--- config.mk ---
export PLATFORM = sky130hd
export DESIGN_NAME = button_debounce
export DESIGN_NICKNAME = d
export VERILOG_FILES = /design/src/rtl/button_debounce.sv
export SDC_FILE = /design/constraint.sdc
export NUM_CORES = 1
export LEC_CHECK = 0
export CAP_MARGIN = 10
export CORE_MARGIN = 3
export CORE_UTILIZATION = 55
export CTS_CLUSTER_SIZE = 14
export DETAILED_ROUTE_END_ITERATION = 12
export PLACE_DENSITY = 0.76
export SYNTH_ARGS = -nofsm -noshare
export SYNTH_HDL_FRONTEND = slang
export SYNTH_SLANG_ARGS = --single-unit
--- constraint.sdc ---
create_clock -name clk -period 2.8 [get_ports clk]
set_input_delay 0.56 -clock clk [delete_from_list [all_inputs] [get_ports clk]]
set_output_delay 0.56 -clock clk [all_outputs]
set_load 0.1 [all_outputs]
--- src/rtl/button_debounce.sv ---
// rtl/button_debounce.sv - debounced active-low pushbutton with press/release/long-press pulses
// Optional long-press detection is built only when BTN_LONG_PRESS_EN is defined.
module button_debounce #(
  parameter int DEBOUNCE_COUNT = 1000000,
  parameter int LONG_COUNT     = 50000000
) (
  input  logic clk,
  input  logic rst,
  input  logic btn_n,
  output logic btn_level,
  output logic press_pulse,
  output logic release_pulse,
  output logic long_pulse,
  output logic led_toggle
);

  typedef enum logic [1:0] {IDLE, PRESS_WAIT, PRESSED, RELEASE_WAIT} state_t;

  localparam logic [31:0] DEB_LAST = 32'(DEBOUNCE_COUNT - 1);

  state_t      state_q, state_d;
  logic [31:0] cnt_q, cnt_d;
  logic        sync1_q, sync2_q;
  logic        btn_level_q, btn_level_d;
  logic        press_pulse_q, press_pulse_d;
  logic        release_pulse_q, release_pulse_d;
  logic        led_toggle_q, led_toggle_d;
  logic        press_accept;
  logic        pressed;

  assign pressed = ~sync2_q;

  always_comb begin
    state_d         = state_q;
    cnt_d           = cnt_q;
    btn_level_d     = btn_level_q;
    press_pulse_d   = 1'b0;
    release_pulse_d = 1'b0;
    led_toggle_d    = led_toggle_q;
    press_accept    = 1'b0;
    case (state_q)
      IDLE: begin
        if (pressed) begin
          state_d = PRESS_WAIT;
          cnt_d   = '0;
        end
      end
      PRESS_WAIT: begin
        if (!pressed) begin
          state_d = IDLE;
        end else if (cnt_q == DEB_LAST) begin
          state_d       = PRESSED;
          btn_level_d   = 1'b1;
          press_pulse_d = 1'b1;
          led_toggle_d  = ~led_toggle_q;
          press_accept  = 1'b1;
        end else begin
          cnt_d = cnt_q + 32'd1;
        end
      end
      PRESSED: begin
        if (!pressed) begin
          state_d = RELEASE_WAIT;
          cnt_d   = '0;
        end
      end
      RELEASE_WAIT: begin
        // A return to pressed is a release glitch: level and long count are kept.
        if (pressed) begin
          state_d = PRESSED;
        end else if (cnt_q == DEB_LAST) begin
          state_d         = IDLE;
          btn_level_d     = 1'b0;
          release_pulse_d = 1'b1;
        end else begin
          cnt_d = cnt_q + 32'd1;
        end
      end
      default: state_d = IDLE;
    endcase
  end

  always_ff @(posedge clk) begin
    if (rst) begin
      sync1_q         <= 1'b1;
      sync2_q         <= 1'b1;
      state_q         <= IDLE;
      cnt_q           <= '0;
      btn_level_q     <= 1'b0;
      press_pulse_q   <= 1'b0;
      release_pulse_q <= 1'b0;
      led_toggle_q    <= 1'b0;
    end else begin
      sync1_q         <= btn_n;
      sync2_q         <= sync1_q;
      state_q         <= state_d;
      cnt_q           <= cnt_d;
      btn_level_q     <= btn_level_d;
      press_pulse_q   <= press_pulse_d;
      release_pulse_q <= release_pulse_d;
      led_toggle_q    <= led_toggle_d;
    end
  end

`ifdef BTN_LONG_PRESS_EN
  localparam logic [31:0] LONG_LAST = 32'(LONG_COUNT - 1);

  logic [31:0] lcnt_q, lcnt_d;
  logic        long_done_q, long_done_d;
  logic        long_pulse_q, long_pulse_d;

  always_comb begin
    lcnt_d       = lcnt_q;
    long_done_d  = long_done_q;
    long_pulse_d = 1'b0;
    if (press_accept) begin
      lcnt_d      = '0;
      long_done_d = 1'b0;
    end else if (btn_level_q) begin
      // Saturate at the last count; long_done limits the pulse to once per press.
      if (lcnt_q == LONG_LAST) begin
        if (!long_done_q) begin
          long_pulse_d = 1'b1;
          long_done_d  = 1'b1;
        end
      end else begin
        lcnt_d = lcnt_q + 32'd1;
      end
    end
  end

  always_ff @(posedge clk) begin
    if (rst) begin
      lcnt_q       <= '0;
      long_done_q  <= 1'b0;
      long_pulse_q <= 1'b0;
    end else begin
      lcnt_q       <= lcnt_d;
      long_done_q  <= long_done_d;
      long_pulse_q <= long_pulse_d;
    end
  end

  assign long_pulse = long_pulse_q;
`else
  logic unused_long_cfg;
  assign unused_long_cfg = press_accept ^ (LONG_COUNT == 0);
  assign long_pulse      = 1'b0;
`endif

  assign btn_level     = btn_level_q;
  assign press_pulse   = press_pulse_q;
  assign release_pulse = release_pulse_q;
  assign led_toggle    = led_toggle_q;

endmodule

==> results summary <==
The run finished with clean final reports. Dividing the detail-routed via count by the number of cells gives 6.362. The cts-stage hold buffer count is 0. The first global-routing pass estimated 7307 µm of wire. The max-slew violation count was 0. After synthesis, the cell types taking the most area are sky130_fd_sc_hd__dfxtp_1 (41%), sky130_fd_sc_hd__a21oi_1 (6.2%), sky130_fd_sc_hd__or3_1 (5.5%).

The wire length after detailed routing is 4381 µm. Counting every sink on the clock net gives 40. The number of nets in the layout came out at 246.

Measured in cells, the most critical reg-to-reg path has a length of 6. The startpoint of the worst register-to-register path is cnt_q[7]. Synthesis instantiated 36 different standard cells from the library. The maximum fanout along the worst path is 18. The total negative slack for setup checks is 0 ns. The boundary pin count came out at 8.

The mean cell area of the mapped netlist is 8.279 µm². The post-detailed-route count of antenna-violating nets came out at 0. The reg2reg setup slack came out at 0.41 ns. Data on the critical path is required at its endpoint by 3.02 ns.

The signal arrival time at the worst endpoint is 2.61 ns. The number of inserted filler cells in the final layout is 285. Registers take 800.8 µm². The CTS tree is done.

Tracing the worst setup path back leads to its startpoint at cnt_q[7]. The global route total overflow is 0. The max-slew headroom at the worst pin came out at 66.01%.

The completed layout was analyzed and its total power is 0.0009939 W. Compared with the post-synthesis result, the final layout area differs by 8.424%. The detailed-placement wirelength estimate is 3073 µm. The y dimension of the die is 65.48 µm. From left edge to right edge, the die measures 65.48 µm. The die area is 0.004287 mm². Derived from the worst setup path, the maximum achievable clock frequency is 417.6 MHz.

The largest area contributor in the synthesized netlist is sky130_fd_sc_hd__dfxtp_1. The count of endpoints failing setup in the final report is 0. Following the worst setup path forward leads to its endpoint at cnt_q[17]. The average wire length per cell after detail routing came out at 15.26 µm. STA classifies the critical path endpoint as a flop.

The post-route clock skew is 0.01006 ns. The congestion estimate from routability-driven global placement came to 0.8763. The number of buffers inserted to repair setup after CTS came out at 0. The setup path with the least slack is of type flop to flop. The initial antenna violation count is 0. The hold violation count in the final report is 0. In this run the core area contains 20 standard-cell rows. The root buffer cell is sky130_fd_sc_hd__clkbuf_4.

For this design the static power due to leakage is 0.6164 nW. STA classifies the critical path startpoint as a flop. The post-synthesis instance total came out at 235.

The final period demand of the worst path came out at 2.395 ns. The number of diodes came out at 0. The number of warnings issued by yosys is 0. Setup repair after global routing left no endpoint under its margin.

The pin slew with the least headroom to its limit is 0.5099 ns. The number of optimization iterations in the first detailed-route pass came out at 4. No sink is reached through more buffers than the 2 on the longest clock path.

The pin count of the biggest net entering global routing is 19. The worst path uses 85.53% of the clock period. The sequential share of the synthesized area came out at 41.16%. After synthesis, the largest area contributor takes up 41.16% of total cell area. The via count of the first global-routing pass came to 1,628. The number of nets in the synthesized netlist is 239.

In this run, CTS created clock tree buffers numbering 5. The worst min-delay path class is flop to flop. The starting DRC count in detailed routing came out at 139. The overall global routing resource usage is 21.96%.

After clock tree synthesis, the repair step resized 0 gates. The count of H-tree levels built during CTS came out at 2. The fraction of final layout cells with drive strength greater than 1 came out at 9.053%. The total DRC errors in the routed layout is 0. The clock latency on the worst-skew pair came out at 0.34 ns. The core outline area came out at 0.003203 mm². The total number of vias came out at 1,826.

The total power per unit cell area came out at 471.1 mW/mm². The footprint of the multi-input gates is 0.001090 mm². The initial core utilization came out at 60.74%. The destination of the worst register-to-register timing path is cnt_q[17]. The number of buffer cells added on primary ports came out at 6. Counting instances, the worst hold path has a depth of 1. The number of register bits inferred by synthesis came out at 40. The highest ir drop seen on vdd is 0.2707 mV. The tool flagged a number of max-cap violations equal to 0. The clock transition time at the flip-flop clock pins of the worst setup and hold paths came out at 0.11 ns. The cell area that synthesis handed to floorplanning was 0.001946 mm².
==> routing by layer <==
metal | vias up | part of all wire (%) | global-route usage (%)
met3 | 7 | 6.0 | 5.299
li1 | 898 | - | -
met4 | 0 | 1.4 | 7.772
met5 | - | 0 | 0
met1 | 855 | 46 | 29.20
met2 | 66 | 46 | 34.64
==> synth_stat cells, drive strengths merged <==
master,instances
a211oi,2
a21bo,1
a21o,1
a21oi,24
a31oi,1
and2,1
and3,2
and4,4
and4b,1
buf,3
clkbuf,6
conb,1
dfxtp,40
ha,1
inv,4
nand2,13
nand3,13
nand4,11
nand4b,1
nor2,16
nor2b,3
nor3,4
nor3b,2
nor4,8
nor4b,2
o211ai,1
o21ai,21
o31ai,4
or2,3
or3,17
or4,12
xnor2,10
xor2,2
==> flip-flops by register name (all words and copies together) (netlist names), named ones only <==
name	count
cnt_q	32
btn_level	1
led_toggle	1
press_pulse	1
release_pulse	1
state_q	1
sync1_q	1
sync2_q	1
==> worst min path at each step <==
stage,slack (ns),end,start
after floorplan,0.39,sync2_q,sync1_q
after global placement,0.39,sync2_q,sync1_q
after detailed placement,0.40,sync2_q,sync1_q
after CTS,0.42,sync2_q,sync1_q
after global routing,0.45,sync2_q,sync1_q
final,0.42,sync2_q,sync1_q
==> per-stage QoR <==
stage,hold slack (ns),util [%],instances,setup slack [ns],instance area [µm²]
5_1_grt,0.4528,65.86,287,0.2721,2110
2_1_floorplan,0.3895,-,235,0.6285,1946
4_1_cts,0.4211,65.86,287,0.4324,2110
3_5_place_dp,0.3963,63.48,279,0.4432,2033
6_report,0.4202,65.86,287,0.4052,2110
3_3_place_gp,0.3914,63.48,279,0.5034,2033
==> logic make-up after synthesis <==
logic type,count (synthesis),synth area share [%]
adders and majority gates,1,0.6430
buffers and inverters,13,2.829
and+or+nand+nor,113,34.08
other,1,0.1927
xor gates and xnor gates,12,5.402
DFF,40,41.16
AOI/OAI and AO/OA,55,15.69
==> critical path, cell delays in order, from the launching register on <==
cell and delay, ns:
sky130_fd_sc_hd__dfxtp_1 0.39, sky130_fd_sc_hd__or4_4 0.56, sky130_fd_sc_hd__or4_4 0.56, sky130_fd_sc_hd__o21ai_2 0.29, sky130_fd_sc_hd__buf_4 0.27, sky130_fd_sc_hd__or3_1 0.14
sky130_fd_sc_hd__a21oi_1 0.06
==> power by group <==
group	switching [W]	internal (W)	leakage, nW	total [W]
Clock	0.000180	0.000187	0.0422	0.000367
Combinational	0.0000372	0.0000126	0.251	0.0000498
Sequential	0.00000446	0.000573	0.323	0.000577
==> cell usage in the layout (no fill, tap or decap), types with 2 or more instances in the layout <==
cell,count
sky130_fd_sc_hd__nand3_1,13
sky130_fd_sc_hd__a21oi_1,24
sky130_fd_sc_hd__or2_2,3
sky130_fd_sc_hd__nor4b_1,2
sky130_fd_sc_hd__nor3b_1,2
sky130_fd_sc_hd__or4_1,9
sky130_fd_sc_hd__nand4_1,11
sky130_fd_sc_hd__and3_1,2
sky130_fd_sc_hd__xor2_1,2
sky130_fd_sc_hd__nor2b_1,3
sky130_fd_sc_hd__dfxtp_1,40
sky130_fd_sc_hd__buf_4,7
sky130_fd_sc_hd__a211oi_1,2
sky130_fd_sc_hd__o31ai_1,4
sky130_fd_sc_hd__or4_4,3
sky130_fd_sc_hd__nor4_1,8
sky130_fd_sc_hd__or3_1,17
sky130_fd_sc_hd__xnor2_1,10
sky130_fd_sc_hd__nor2_1,16
sky130_fd_sc_hd__inv_1,4
sky130_fd_sc_hd__clkbuf_4,5
sky130_fd_sc_hd__and4_1,4
sky130_fd_sc_hd__nor3_1,4
sky130_fd_sc_hd__clkdlybuf4s50_1,2
sky130_fd_sc_hd__o21ai_0,20
sky130_fd_sc_hd__nand2_1,13
==> cell type report <==
class / count / share of cell area (%)
clock buffers: 6 / 1.957
clock inverters: 2 / 1.661
inverters: 4 / 0.7117
multi-input cells: 182 / 51.66
flip-flops and latches: 40 / 37.96
well taps: 44 / 2.610
repair buffers: 9 / 3.440
Power figures use the tool's default switching activity.
